$ cat src/rtl/ram_arb_pkg.sv
// Shared types and default sizes for the two-port RAM arbiter.
package ram_arb_pkg;

    // Default geometry: 8 words of 8 bits
    localparam int ADDR_W_DEF = 3;
    localparam int DATA_W_DEF = 8;

    // Identifies a requester; used for last_grant and for tagging read returns
    typedef enum logic {
        PORT_A = 1'b0,
        PORT_B = 1'b1
    } port_sel_e;

    // Port that owns the access, given the two win flags (a has precedence)
    function automatic port_sel_e winner_sel(input logic a_win, input logic b_win,
                                             input port_sel_e keep);
        port_sel_e sel;
        sel = keep;
        if (a_win) begin
            sel = PORT_A;
        end else if (b_win) begin
            sel = PORT_B;
        end
        return sel;
    endfunction

endpackage

$ cat src/rtl/single_port_ram.sv
// Single-port RAM: synchronous write, registered read with one cycle latency.
// Contents are not reset; read data holds until the next read.
module single_port_ram #(
    parameter int ADDR_W = 3,
    parameter int DATA_W = 8
) (
    input  logic              clk_pi,
    input  logic              en_i,
    input  logic              we_pi,
    input  logic [ADDR_W-1:0] addr_i,
    input  logic [DATA_W-1:0] data_i,
    output logic [DATA_W-1:0] rdata_o
);

    localparam int DEPTH = 2 ** ADDR_W;

    logic [DATA_W-1:0] mem [DEPTH];

    // Storage array: one access per cycle, write or registered read
    always_ff @(posedge clk_pi) begin
        if (en_i) begin
            if (we_pi) begin
                mem[addr_i] <= data_i;
            end else begin
                rdata_o <= mem[addr_i];
            end
        end
    end

endmodule

$ cat src/rtl/ram_port_arbiter.sv
// Two requesters (a, b) sharing one single-port RAM.
// Grants are combinational; one access per cycle; reads return one cycle later
// tagged with the requesting port.
// Build option: define ARB_ROUND_ROBIN_EN for alternating winners under
// contention; otherwise port a has fixed priority.
module ram_port_arbiter
    import ram_arb_pkg::*;
#(
    parameter int ADDR_W = ADDR_W_DEF,
    parameter int DATA_W = DATA_W_DEF
) (
    input  logic              clk_pi,
    input  logic              rst_ni,

    input  logic              a_req_i,
    input  logic              a_we_i,
    input  logic [ADDR_W-1:0] a_addr_i,
    input  logic [DATA_W-1:0] a_data_i,
    output logic              a_gnt_o,
    output logic              a_rvalid_o,
    output logic [DATA_W-1:0] a_rdata_o,

    input  logic              b_req_i,
    input  logic              b_we_i,
    input  logic [ADDR_W-1:0] b_addr_i,
    input  logic [DATA_W-1:0] b_data_i,
    output logic              b_gnt_o,
    output logic              b_rvalid_o,
    output logic [DATA_W-1:0] b_rdata_o
);

    port_sel_e         last_grant;
    port_sel_e         last_grant_nxt;
    logic              a_win;
    logic              b_win;

    logic              ram_en_p0;
    logic              ram_we_p0;
    logic [ADDR_W-1:0] ram_addr_p0;
    logic [DATA_W-1:0] ram_data_p0;
    logic [DATA_W-1:0] ram_rdata_p1;

    logic              vld_p1;
    port_sel_e         tag_p1;
    logic [DATA_W-1:0] a_rdata_hold;
    logic [DATA_W-1:0] b_rdata_hold;

    // Arbitration: pick the winner and the next last_grant value
    always_comb begin
        a_win = 1'b0;
        b_win = 1'b0;
        if (rst_ni) begin
`ifdef ARB_ROUND_ROBIN_EN
            if (a_req_i && b_req_i) begin
                a_win = (last_grant == PORT_B);
                b_win = (last_grant == PORT_A);
            end else begin
                a_win = a_req_i;
                b_win = b_req_i;
            end
`else
            a_win = a_req_i;
            b_win = b_req_i && !a_req_i;
`endif
        end
        last_grant_nxt = winner_sel(a_win, b_win, last_grant);
    end

    assign a_gnt_o = a_win;
    assign b_gnt_o = b_win;

    // Stage 0: route the winner's command to the RAM
    assign ram_en_p0   = a_win || b_win;
    assign ram_we_p0   = a_win ? a_we_i   : b_we_i;
    assign ram_addr_p0 = a_win ? a_addr_i : b_addr_i;
    assign ram_data_p0 = a_win ? a_data_i : b_data_i;

    // Arbitration state: remembers the port of the last accepted access
    always_ff @(posedge clk_pi or negedge rst_ni) begin
        if (!rst_ni) begin
            last_grant <= PORT_B;
        end else begin
            last_grant <= last_grant_nxt;
        end
    end

    single_port_ram #(
        .ADDR_W (ADDR_W),
        .DATA_W (DATA_W)
    ) u_ram (
        .clk_pi  (clk_pi),
        .en_i    (ram_en_p0),
        .we_pi   (ram_we_p0),
        .addr_i  (ram_addr_p0),
        .data_i  (ram_data_p0),
        .rdata_o (ram_rdata_p1)
    );

    // Stage 1: tag each accepted read so its data returns to the right port
    always_ff @(posedge clk_pi or negedge rst_ni) begin
        if (!rst_ni) begin
            vld_p1 <= 1'b0;
            tag_p1 <= PORT_A;
        end else begin
            vld_p1 <= ram_en_p0 && !ram_we_p0;
            tag_p1 <= a_win ? PORT_A : PORT_B;
        end
    end

    assign a_rvalid_o = vld_p1 && (tag_p1 == PORT_A);
    assign b_rvalid_o = vld_p1 && (tag_p1 == PORT_B);

    // Per-port copy of the last returned word, so each port's rdata holds
    // while the other port is reading
    always_ff @(posedge clk_pi or negedge rst_ni) begin
        if (!rst_ni) begin
            a_rdata_hold <= '0;
            b_rdata_hold <= '0;
        end else begin
            if (a_rvalid_o) begin
                a_rdata_hold <= ram_rdata_p1;
            end
            if (b_rvalid_o) begin
                b_rdata_hold <= ram_rdata_p1;
            end
        end
    end

    assign a_rdata_o = a_rvalid_o ? ram_rdata_p1 : a_rdata_hold;
    assign b_rdata_o = b_rvalid_o ? ram_rdata_p1 : b_rdata_hold;

endmodule

$ cat config.mk
export PLATFORM = sky130hd
export DESIGN_NAME = ram_port_arbiter
export DESIGN_NICKNAME = d
export VERILOG_FILES = /design/src/rtl/ram_arb_pkg.sv /design/src/rtl/single_port_ram.sv /design/src/rtl/ram_port_arbiter.sv
export SDC_FILE = /design/constraint.sdc
export NUM_CORES = 1
export LEC_CHECK = 0
export ABC_AREA = 1
export CORE_MARGIN = 2
export CORE_UTILIZATION = 50
export CTS_CLUSTER_DIAMETER = 100
export CTS_CLUSTER_SIZE = 16
export DETAILED_ROUTE_END_ITERATION = 16
export PLACE_DENSITY_LB_ADDON = 0.15
export SLEW_MARGIN = 20
export SYNTH_ARGS = -nofsm -noshare
export SYNTH_HDL_FRONTEND = slang
export SYNTH_SLANG_ARGS = --single-unit
$ cat constraint.sdc
create_clock -name clk_pi -period 0.9 [get_ports clk_pi]
set_input_delay 0.09 -clock clk_pi [delete_from_list [all_inputs] [get_ports clk_pi]]
set_output_delay 0.09 -clock clk_pi [all_outputs]
set_load 0.02 [all_outputs]
* After elaboration in Yosys (flattened, before gate mapping)
Memory sizes are Yosys's and may differ from the RTL's. A register that Yosys moved wholly into a read port is not among the register bits.
Cells that the tools add are included.
** Word-level totals
- Register bits after elaboration :: 18
- Bits of input ports :: 28
- Logic and storage cells :: 26
- Memory bits (writable) :: 64
- Memories kept :: 1
- Output and inout port bits :: 20
** Memories
- u_ram.mem :: words 8, bits a word 8, read ports 1, clocked after memory_dff 1, write ports 1, RTL line single_port_ram.sv:17 : logic [DATA_W-1:0] mem [DEPTH];
** Operators by class
- Reductions and logical operators :: 8
- Muxes and demuxes :: 11
- Bitwise logic cells :: 2
** Operators by type and width (number)
- $mux 8 :: 3
- $mux 1 :: 7
- $logic_and 1x1->1 :: 4
- $mux 3 :: 1
- $logic_not 1->1 :: 2
- $not 1->1 :: 2
- $reduce_and 2->1 :: 1
- $logic_or 1x1->1 :: 1

* Logic depth before layout (Yosys ltp)
Gate-level depths: netlist (run 1).
- Depth after elaboration :: 6
- Mapped depth :: 10
- Gate-level depth less buffers :: 8

* Hierarchy
From an unflattened synthesis (run 1), not the netlist that was laid out.
** Unflattened totals
- Cells, all modules :: 378
- Area total of the unflattened synthesis :: 3886.2 µm²
** Modules (own cells, without submodules)
- single_port_ram :: area an instance 3037.9 µm², cells an instance 267, instances 1, sequential area each 2162.1 µm²
- ram_port_arbiter :: area an instance 848.3 µm², cells an instance 111, instances 1, sequential area each 450.4 µm²

* Least setup slack after synthesis (run 1)
OpenSTA, ideal clock, no wires.
- Path type :: register to register
- Start point :: register tag_p1
- End point :: register a_rdata_hold[0]
- Required time :: 714 ps
- Library setup time :: 186 ps
- Period minus slack after synthesis :: 1796 ps
- Arrival :: 1610 ps
- Cell stages (with the launch flop) :: 5
- Slack :: -896 ps
- Path buffers :: 1
- Cell sequence :: dfrtp_1 > nor2_1 > inv_1 > clkbuf_1 > o21ai_0
** Between the ends
- Word-level cells in the longest chain between the ends :: 3
** RTL lines
- start: declaration :: RTL line ram_port_arbiter.sv:44 : port_sel_e tag_p1;
- start signal: assignment :: RTL line ram_port_arbiter.sv:106 : tag_p1 <= a_win ? PORT_A : PORT_B;
- $not 1->1 :: RTL line ram_port_arbiter.sv:110 : assign a_rvalid_o = vld_p1 && (tag_p1 == PORT_A);
- $logic_and 1x1->1 :: RTL line ram_port_arbiter.sv:110
- named net a_rvalid_o :: RTL line ram_port_arbiter.sv:20 : output logic a_rvalid_o,
- $mux 8
- named net a_rdata_o[0] :: RTL line ram_port_arbiter.sv:21 : output logic [DATA_W-1:0] a_rdata_o,
- end signal: assignment :: RTL line ram_port_arbiter.sv:121 : a_rdata_hold <= ram_rdata_p1;
- end: declaration :: RTL line ram_port_arbiter.sv:45 : logic [DATA_W-1:0] a_rdata_hold;
The timed path passes the listed nets, and every way through them passes these cells.

* Worst setup path in the final report (run 1)
- Start point :: register tag_p1
- End point :: output port b_rdata_o[3]
** Between the ends
- Word-level cells in the longest chain between the ends :: 2
** RTL lines
- $logic_and 1x1->1 :: RTL line ram_port_arbiter.sv:111 : assign b_rvalid_o = vld_p1 && (tag_p1 == PORT_B);
- $mux 8
- end: declaration :: RTL line ram_port_arbiter.sv:29 : output logic [DATA_W-1:0] b_rdata_o
Every way passes these cells.

==> results.json, run 1 <==
{
  "setup_viol": 177,
  "synth_adder_area_share": 0,
  "fp.dieArea_um2": 8969,
  "status": "finished with violations",
  "cts_tree": "yes",
  "timing.fmax_mhz": 632.3,
  "min_to": "tag_p1",
  "num_io_pins": 48,
  "crit_path_start_kind": "flip-flop",
  "fillers": 333,
  "synthArstFlopShare": 0.2000,
  "path_class": "flip-flop to output pin",
  "place_ws_ns": -0.9956,
  "synth_top_family_by_area": "simple AND/OR/NAND/NOR gates",
  "period_needed_ns": 1.582,
  "rsz0062_at_grt": "yes",
  "vias": 3629,
  "ir_worst_vdd_v": 0.001113,
  "crit_slowest_cell": "dfrtp_2",
  "r2r_slack_ns": -0.26,
  "synth_most_common_cell": "nand2_1",
  "synth.area.mux_share": 0,
  "cp_max_fo": 9,
  "min_from": "rst_ni",
  "maxCapViolCount": 0,
  "antenna_cells": 0,
  "p_total_mw": 11.09,
  "synth-simple-area-share": 0.2223,
  "die_w_um": 94.71,
  "hold_ws_ns": 0.05970,
  "final_cell_area_um2": 6975,
  "final_util": 0.8619,
  "first_global_vias": 3666,
  "grt_antenna_before_repair": 0,
  "synth_compound_area_frac": 0.02159,
  "synthTopCellsByCount": "nand2_1, inv_1, edfxtp_1",
  "worstMarginPinSlew_ns": 0.2398,
  "ys_warn_count": 0,
  "grt_max_degree": 19,
  "synth_nets": 450,
  "path_clk_slew_ns": 0.09,
  "synthTopCellsByArea": "edfxtp_1, nand2_1, dfrtp_1",
  "hold_class": "primary input to flip-flop",
  "routed_via_density": 5.474,
  "violations": "setup timing",
  "syn_inst": 422,
  "wl_per_cell_um": 22.80,
  "clk_path_buf_depth": 2,
  "dp_hpwl_um": 6720,
  "dp.cells": 607,
  "cts_inserted_buffers": 9,
  "first_pass_iters": 5,
  "rr_startpoint": "u_ram.mem[0][0]",
  "gp_congestion": 0.9025,
  "port_buffers": 47,
  "ys_seq_area_frac": 0.6350,
  "cpLargestDelayFamily": "flip-flops",
  "cpPeakStageDelay_ns": 0.45,
  "fin_skew_ns": 0.01933,
  "avgSynthCellArea_um2": 9.749,
  "post-route-drc-count": 0,
  "cts.sinks": 90,
  "synth_area_um2": 4114,
  "ys_seq_elements": 90,
  "synth_xor_area_frac": 0,
  "drive_above_1_share": 0.4875,
  "setup_tns_ns": -37.32,
  "hold_viol_final": 0,
  "finalNonFillerCells": 663,
  "yosysTopAreaCellShare": 0.5255,
  "setup_slack_ns": -0.6816,
  "yosys.area.top_type": "edfxtp_1",
  "total_leakage_power_nw": 3.125,
  "grt_pass1_wl_um": 19870,
  "fp.coreArea_um2": 8093,
  "power_density_nw_per_um2": 1591,
  "die_h_um": 94.71,
  "slew_violations": 0,
  "hold_path_depth": 3,
  "synth_edf_count": 72,
  "cp_num_buf_inv": 2,
  "cp.arrival_ns": 1.49,
  "wl_um": 15110,
  "placed_area_um2": 5454,
  "yosysUniqueCellTypes": 19,
  "synthToLayoutAreaGrowth_pct": 69.56,
  "fin_nets": 581,
  "drtAntennaViolNets": 0,
  "cts-htree-levels": 3,
  "overflow": 0,
  "initial_core_util": 0.5083,
  "slew_headroom": 0.8401,
  "post-route-period-util": 1.757,
  "row_count": 33,
  "grt_usage": 0.3102,
  "critPathRequiredTime_ns": 0.81,
  "drt_iter0_markers": 505,
  "ys.flop_type": "edfxtp_1",
  "endpoint_kind": "output pin",
  "reg2reg_depth": 6,
  "cts_root_buf": "clkbuf_8",
  "crit_chain": "nand2_2 -> buf_12 -> nand2_1 -> o21ai_4 -> buf_4",
  "timing.rr.end": "u_ram.rdata_o[0]",
  "clkLatencyLatePin_ns": 0.37
}
[worst min-delay path: stages]
cell     delay, ns
buf_8         0.08
buf_12        0.13
nand2_8       0.08
[placed cells by master, fill, tap and decap left out, drive strengths merged]
cell type        n
dlygate4sd2      3
nor3             9
o21ai           17
edfxtp          72
clkbuf          15
clkinv           3
nor2             6
dlygate4sd3      1
dfrtp           18
inv            105
nand2          151
clkdlybuf4s50   16
nand3           38
clkdlybuf4s15    7
buf             97
[logic make-up (layout without fill, tap and decap cells)]
family,count (synthesis),in the layout
AOI/OAI and AO/OA,17,17
and+or+nand+nor,199,204
DFF,90,90
buffers and inverters,116,247
[report_power, final]
part | leakage [nW] | internal (mW) | switching, mW
combinational | 2.17 | 1.50 | 1.90
sequential | 0.862 | 4.85 | 0.117
clock | 0.0931 | 1.19 | 1.54
[state kept, by name, summed over array words and instances, names as in the netlist]
name,cells
a_rdata_hold,8
u_ram.mem,64
tag_p1,1
vld_p1,1
u_ram.rdata_o,8
b_rdata_hold,8
[repair_timing]
action / in CTS / in global routing
hold buffers: 1 / 0
pin swaps: 53 / 39
gates cloned: 10 / 2
setup buffers: 23 / 13
endpoints found under the setup margin: 181 / 179
endpoints found under the hold margin: 18 / 0
gates resized for setup: 282 / 72
[final cells by class]
cell class / count / area [um^2] / area share
clock inverters: 3 / 22.52 / 0.003229
inverters: 105 / 421.7 / 0.06045
multi-input cells: 221 / 2031 / 0.2911
flip-flops and latches: 90 / 2614 / 0.3747
clock buffers: 13 / 160.2 / 0.02296
repair buffers: 126 / 1595 / 0.2287
well taps: 105 / 131.4 / 0.01883
[how the worst max path moves through the flow]
stage	start	end	slack (ns)	cells past startpoint
after global routing	vld_p1	a_rdata_o[1]	-0.73	6
after CTS	tag_p1	b_rdata_o[5]	-0.65	5
after detailed placement	rst_ni	u_ram.mem[2][6]	-1.0	9
after floorplan	a_req_i	u_ram.mem[0][0]	-0.43	6
after global placement	rst_ni	u_ram.mem[2][2]	-1.01	9
final	tag_p1	b_rdata_o[3]	-0.68	5
[metal layers]
layer	track usage	part of all wire
met5	0	0
met3	0.05427	0.061
met4	0.1522	0.063
met2	0.5644	0.53
met1	0.3494	0.34
Note: power is estimated with default switching activity, not from simulation.
==> run 2: changes to the inputs <==
--- a/config.mk
+++ b/config.mk
@@ -7,7 +7,7 @@
 export LEC_CHECK = 0
 export ABC_AREA = 1
 export CORE_MARGIN = 2
-export CORE_UTILIZATION = 50
+export CORE_UTILIZATION = 54
 export CTS_CLUSTER_DIAMETER = 100
 export CTS_CLUSTER_SIZE = 16
 export DETAILED_ROUTE_END_ITERATION = 16
==> constraint.sdc (replaced) <==
create_clock -name clk_pi -period 1.9 [get_ports clk_pi]
set_input_delay 0.19 -clock clk_pi [delete_from_list [all_inputs] [get_ports clk_pi]]
set_output_delay 0.19 -clock clk_pi [all_outputs]
set_load 0.02 [all_outputs]
==> results.json, run 2 (synthesized netlist as in run 1, its figures left out) <==
{
  "cellInternalPower_mw": 3.222,
  "period_needed_ns": 1.821,
  "clkPwrFrac": 0.304,
  "fin_skew_ns": 0.01268,
  "p_comb_frac": 0.173,
  "critPathRequiredTime_ns": 1.71,
  "swShare": 0.2773,
  "initial_core_util": 0.5612,
  "crit_path_start_kind": "flip-flop",
  "fp.dieArea_um2": 8333,
  "vias": 2807,
  "placed_area_um2": 4787,
  "cts_root_buf": "clkbuf_8",
  "path_clk_slew_ns": 0.10,
  "slew_headroom": 0.7447,
  "status": "completed",
  "final_util": 0.6761,
  "grt_antenna_before_repair": 0,
  "largest_reg_flops": 64,
  "grt_pass1_wl_um": 13210,
  "routed_via_density": 4.726,
  "wl_um": 8102,
  "endpoint_kind": "output pin",
  "layout_common_cells": "nand2_1, inv_1, edfxtp_1",
  "hold_class": "primary input to asynchronous set/reset pin",
  "grt_max_degree": 37,
  "first_pass_iters": 4,
  "hold_viol_final": 0,
  "seq_area_um2": 2613,
  "reg2reg_depth": 6,
  "drive_above_1_share": 0.1414,
  "seq_power_share": 0.524,
  "final_cell_area_um2": 4956,
  "port_buffers": 47,
  "clkLatencyLatePin_ns": 0.37,
  "cp_max_fo": 17,
  "fillers": 567,
  "ir_worst_vdd_v": 0.0005259,
  "first_global_vias": 2764,
  "p_switching_mw": 1.236,
  "path_class": "flip-flop to output pin",
  "antenna_cells": 0,
  "cp.arrival_ns": 1.63,
  "layout_commonest_cell": "nand2_1",
  "num_io_pins": 48,
  "post-route-period-util": 0.9584,
  "fp.coreArea_um2": 7331,
  "multiInputGateArea_um2": 1006,
  "place_ws_ns": -0.1618,
  "clk_path_buf_depth": 2,
  "overflow": 0,
  "top_register": "u_ram.mem",
  "gp_congestion": 0.9380,
  "drt_iter0_markers": 123,
  "die_w_um": 91.29,
  "timing.fmax_mhz": 549.2,
  "total_leakage_power_nw": 2.371,
  "rsz0062_at_grt": "yes",
  "cts_hold_buffers": 0,
  "die_h_um": 91.29,
  "drtAntennaViolNets": 0,
  "setup_slack_ns": 0.07901,
  "post-route-drc-count": 0,
  "synthToLayoutAreaGrowth_pct": 20.47,
  "setup_viol": 0,
  "wl_per_cell_um": 13.64,
  "cts.sinks": 90,
  "r2r_slack_ns": 0.86,
  "timing.rr.end": "u_ram.rdata_o[0]",
  "grt_usage": 0.2137,
  "cts_inserted_buffers": 9,
  "cts_tree": "yes",
  "rr_startpoint": "u_ram.mem[5][0]",
  "slew_violations": 0,
  "cts-htree-levels": 3,
  "worstMarginPinSlew_ns": 0.3829,
  "maxCapViolCount": 0,
  "row_count": 31,
  "dp_hpwl_um": 5814,
  "power_density_nw_per_um2": 899.5,
  "fin_nets": 518
}
-- run 2: worst max path at each step --
stage	startpoint	depth (start not counted)	end
after floorplan	rst_ni	7	u_ram.mem[0][0]
after global placement	rst_ni	7	u_ram.mem[4][6]
after detailed placement	rst_ni	9	u_ram.mem[3][0]
after CTS	rst_ni	5	a_gnt_o
after global routing	tag_p1	4	b_rdata_o[2]
final	tag_p1	3	b_rvalid_o
-- run 2: stage by stage --
step / power (mW) / hold slack (ns) / TNS (ns) / cells
floorplan: 2.846 / -0.1056 / 0 / 422
global placement: 3.203 / 0.4826 / -6.845 / 578
detailed placement: 3.220 / 0.4924 / -8.624 / 578
CTS: 4.490 / 0.3460 / 0 / 594
global route: 4.669 / 0.3671 / -0.1033 / 594
finish: 4.458 / 0.3472 / 0 / 594
-- run 2: worst max-delay path: stages (launching register included) --
cell	delay, ns
dfrtp_1	0.38
nand2_2	0.20
inv_1	0.10
clkdlybuf4s50_1	0.59
-- run 2: what timing repair did --
item                                    4_1_cts  5_1_grt
resized for setup                            23       28
buffers inserted                              0        0
endpoints found under the setup margin       18       17
hold endpoints to repair                      0        0
-- run 2: cell type report --
cell class	instances	area share
multi-input cells	216	0.2030
clock buffers	11	0.03509
inverters	105	0.07953
clock inverters	5	0.008331
repair buffers	68	0.1219
flip-flops and latches	90	0.5271
well taps	99	0.02499
-- run 2: power groups by stage --
stage	clock, mW	combinational, mW	sequential [mW]
2_1_floorplan	0	0.479	2.37
3_3_place_gp	0	0.830	2.37
3_5_place_dp	0	0.841	2.38
4_1_cts	1.37	0.787	2.33
5_1_grt	1.46	0.863	2.35
6_report	1.35	0.771	2.33
-- run 2: per-layer routing --
metal | up-vias | part of all wire | global-route usage
li1 | 1434 | - | -
met1 | 1275 | 0.43 | 0.2603
met2 | 82 | 0.49 | 0.3698
met3 | 16 | 0.049 | 0.03485
met4 | 0 | 0.027 | 0.1048
met5 | - | 0 | 0
==> run 3: changes to the inputs <==
--- a/config.mk
+++ b/config.mk
@@ -12,6 +12,7 @@
 export CTS_CLUSTER_SIZE = 16
 export DETAILED_ROUTE_END_ITERATION = 16
 export PLACE_DENSITY_LB_ADDON = 0.15
+export REMOVE_ABC_BUFFERS = 1
 export SLEW_MARGIN = 20
 export SYNTH_ARGS = -nofsm -noshare
 export SYNTH_HDL_FRONTEND = slang
==> results.json, run 3 (synthesized netlist as in run 1, its figures left out) <==
{
  "fp.coreArea_um2": 7331,
  "finalNonFillerCells": 602,
  "fin_skew_ns": 0.005631,
  "synthToLayoutAreaGrowth_pct": 21.44,
  "postCtsSetupRepairBufs": 0,
  "timing.fmax_mhz": 563.2,
  "reg2reg_depth": 6,
  "port_buffers": 47,
  "path_class": "flip-flop to output pin",
  "die_w_um": 91.29,
  "die_h_um": 91.29,
  "period_needed_ns": 1.775,
  "drive_above_1_share": 0.1491,
  "gp_congestion": 0.8907,
  "cp_max_fo": 17,
  "antenna_cells": 0,
  "slew_violations": 0,
  "setup_viol": 0,
  "post-route-period-util": 0.9345,
  "cts_inserted_buffers": 9,
  "first_pass_iters": 4,
  "endpoint_kind": "output pin",
  "dp.cells": 586,
  "fillers": 556,
  "drt_iter0_markers": 208,
  "swShare": 0.2779,
  "grt_usage": 0.2054,
  "cts_hold_buffers": 0,
  "crit_path_start_kind": "flip-flop",
  "largest_reg_flops": 64,
  "clk_path_buf_depth": 2,
  "clkLatencyLatePin_ns": 0.36,
  "grt_pass1_wl_um": 13050,
  "hold_viol_final": 0,
  "post-route-drc-count": 0,
  "first_global_vias": 2719,
  "path_clk_slew_ns": 0.08,
  "ir_worst_vdd_v": 0.0005582,
  "cellInternalPower_mw": 3.071,
  "fin_nets": 526,
  "p_comb_frac": 0.186,
  "cts.sinks": 90,
  "setup_tns_ns": 0,
  "cp.arrival_ns": 1.59,
  "worstMarginPinSlew_ns": 0.3739,
  "initial_core_util": 0.5612,
  "overflow": 0,
  "drtAntennaViolNets": 0,
  "maxCapViolCount": 0,
  "grt_antenna_before_repair": 0,
  "final_util": 0.6815,
  "slew_headroom": 0.7501,
  "clkPwrFrac": 0.266,
  "rsz0062_at_grt": "no",
  "grt_max_degree": 21,
  "dp_hpwl_um": 5935,
  "row_count": 31,
  "critPathRequiredTime_ns": 1.71,
  "num_io_pins": 48,
  "vias": 2801,
  "p_switching_mw": 1.182,
  "cts_tree": "yes",
  "fp.dieArea_um2": 8333,
  "layout_commonest_cell": "nand2_1",
  "status": "completed",
  "total_leakage_power_nw": 2.410,
  "top_register": "u_ram.mem",
  "wl_um": 7845,
  "routed_via_density": 4.653,
  "seq_power_share": 0.548,
  "hold_class": "primary input to asynchronous set/reset pin",
  "layout_common_cells": "nand2_1, inv_1, edfxtp_1",
  "cts_root_buf": "clkbuf_8",
  "wl_per_cell_um": 13.03,
  "cts-htree-levels": 3,
  "p_total_mw": 4.253,
  "power_density_nw_per_um2": 851.3
}
==> run 3: path summary, 6_finish.rpt <==
kind / from / end / slack (ns)
setup / recovery: tag_p1 / b_rvalid_o / 0.12
hold reg to reg: a_rdata_hold[3] / a_rdata_hold[3] / 0.50
setup reg to reg: u_ram.mem[4][1] / u_ram.rdata_o[1] / 0.87
min in group clk_pi: a_req_i / tag_p1 / 0.38
max in group asynchronous: rst_ni / a_rdata_hold[1] / 1.34
hold / removal: rst_ni / tag_p1 / 0.37
==> run 3: layout make-up <==
| cell class | instances | area [um^2] | area share |
|---|---|---|---|
| tap | 99 | 123.9 | 0.02479 |
| clock inverter | 6 | 42.54 | 0.008515 |
| sequential | 90 | 2613 | 0.5229 |
| clock buffer | 10 | 127.6 | 0.02554 |
| timing repair buffer | 76 | 691.9 | 0.1385 |
| multi-input combinational | 216 | 1003 | 0.2009 |
| inverter | 105 | 394.1 | 0.07889 |
==> run 3: per-stage QoR <==
step / worst slack [ns] / instance area (um^2) / hold slack, ns
floorplan: 0.1658 / 4010 / -0.1056
global placement: -0.1467 / 4872 / 0.4793
detailed placement: -0.1842 / 4872 / 0.4889
CTS: 0.02282 / 5021 / 0.3647
global route: 0.01001 / 4996 / 0.3940
finish: 0.1245 / 4996 / 0.3713
==> run 3: critical path, cell delays in order, from the launching register on <==
cell and delay, ns:
dfrtp_1 0.36, nand2_1 0.09, buf_12 0.15, inv_1 0.05
clkdlybuf4s50_1 0.58
==> run 3: power groups by stage <==
stage / Sequential, mW / Combinational, mW / Clock [mW]
2_1_floorplan: 2.37 / 0.444 / 0
3_3_place_gp: 2.37 / 0.852 / 0
3_5_place_dp: 2.38 / 0.866 / 0
4_1_cts: 2.33 / 0.812 / 1.16
5_1_grt: 2.34 / 0.883 / 1.22
6_report: 2.33 / 0.791 / 1.13
==> run 3: timing repair <==
item                                    in CTS  in global routing
gates resized for setup                     25                 19
hold endpoints to repair                     0                  0
endpoints found under the setup margin      17                 10
==> run 3: layer usage <==
metal / GRT usage / part of all wire / vias up
met5: 0 / 0 / -
met4: 0.06692 / 0.020 / 0
met3: 0.05477 / 0.050 / 16
met2: 0.3352 / 0.47 / 77
met1: 0.2688 / 0.46 / 1255
li1: - / - / 1453
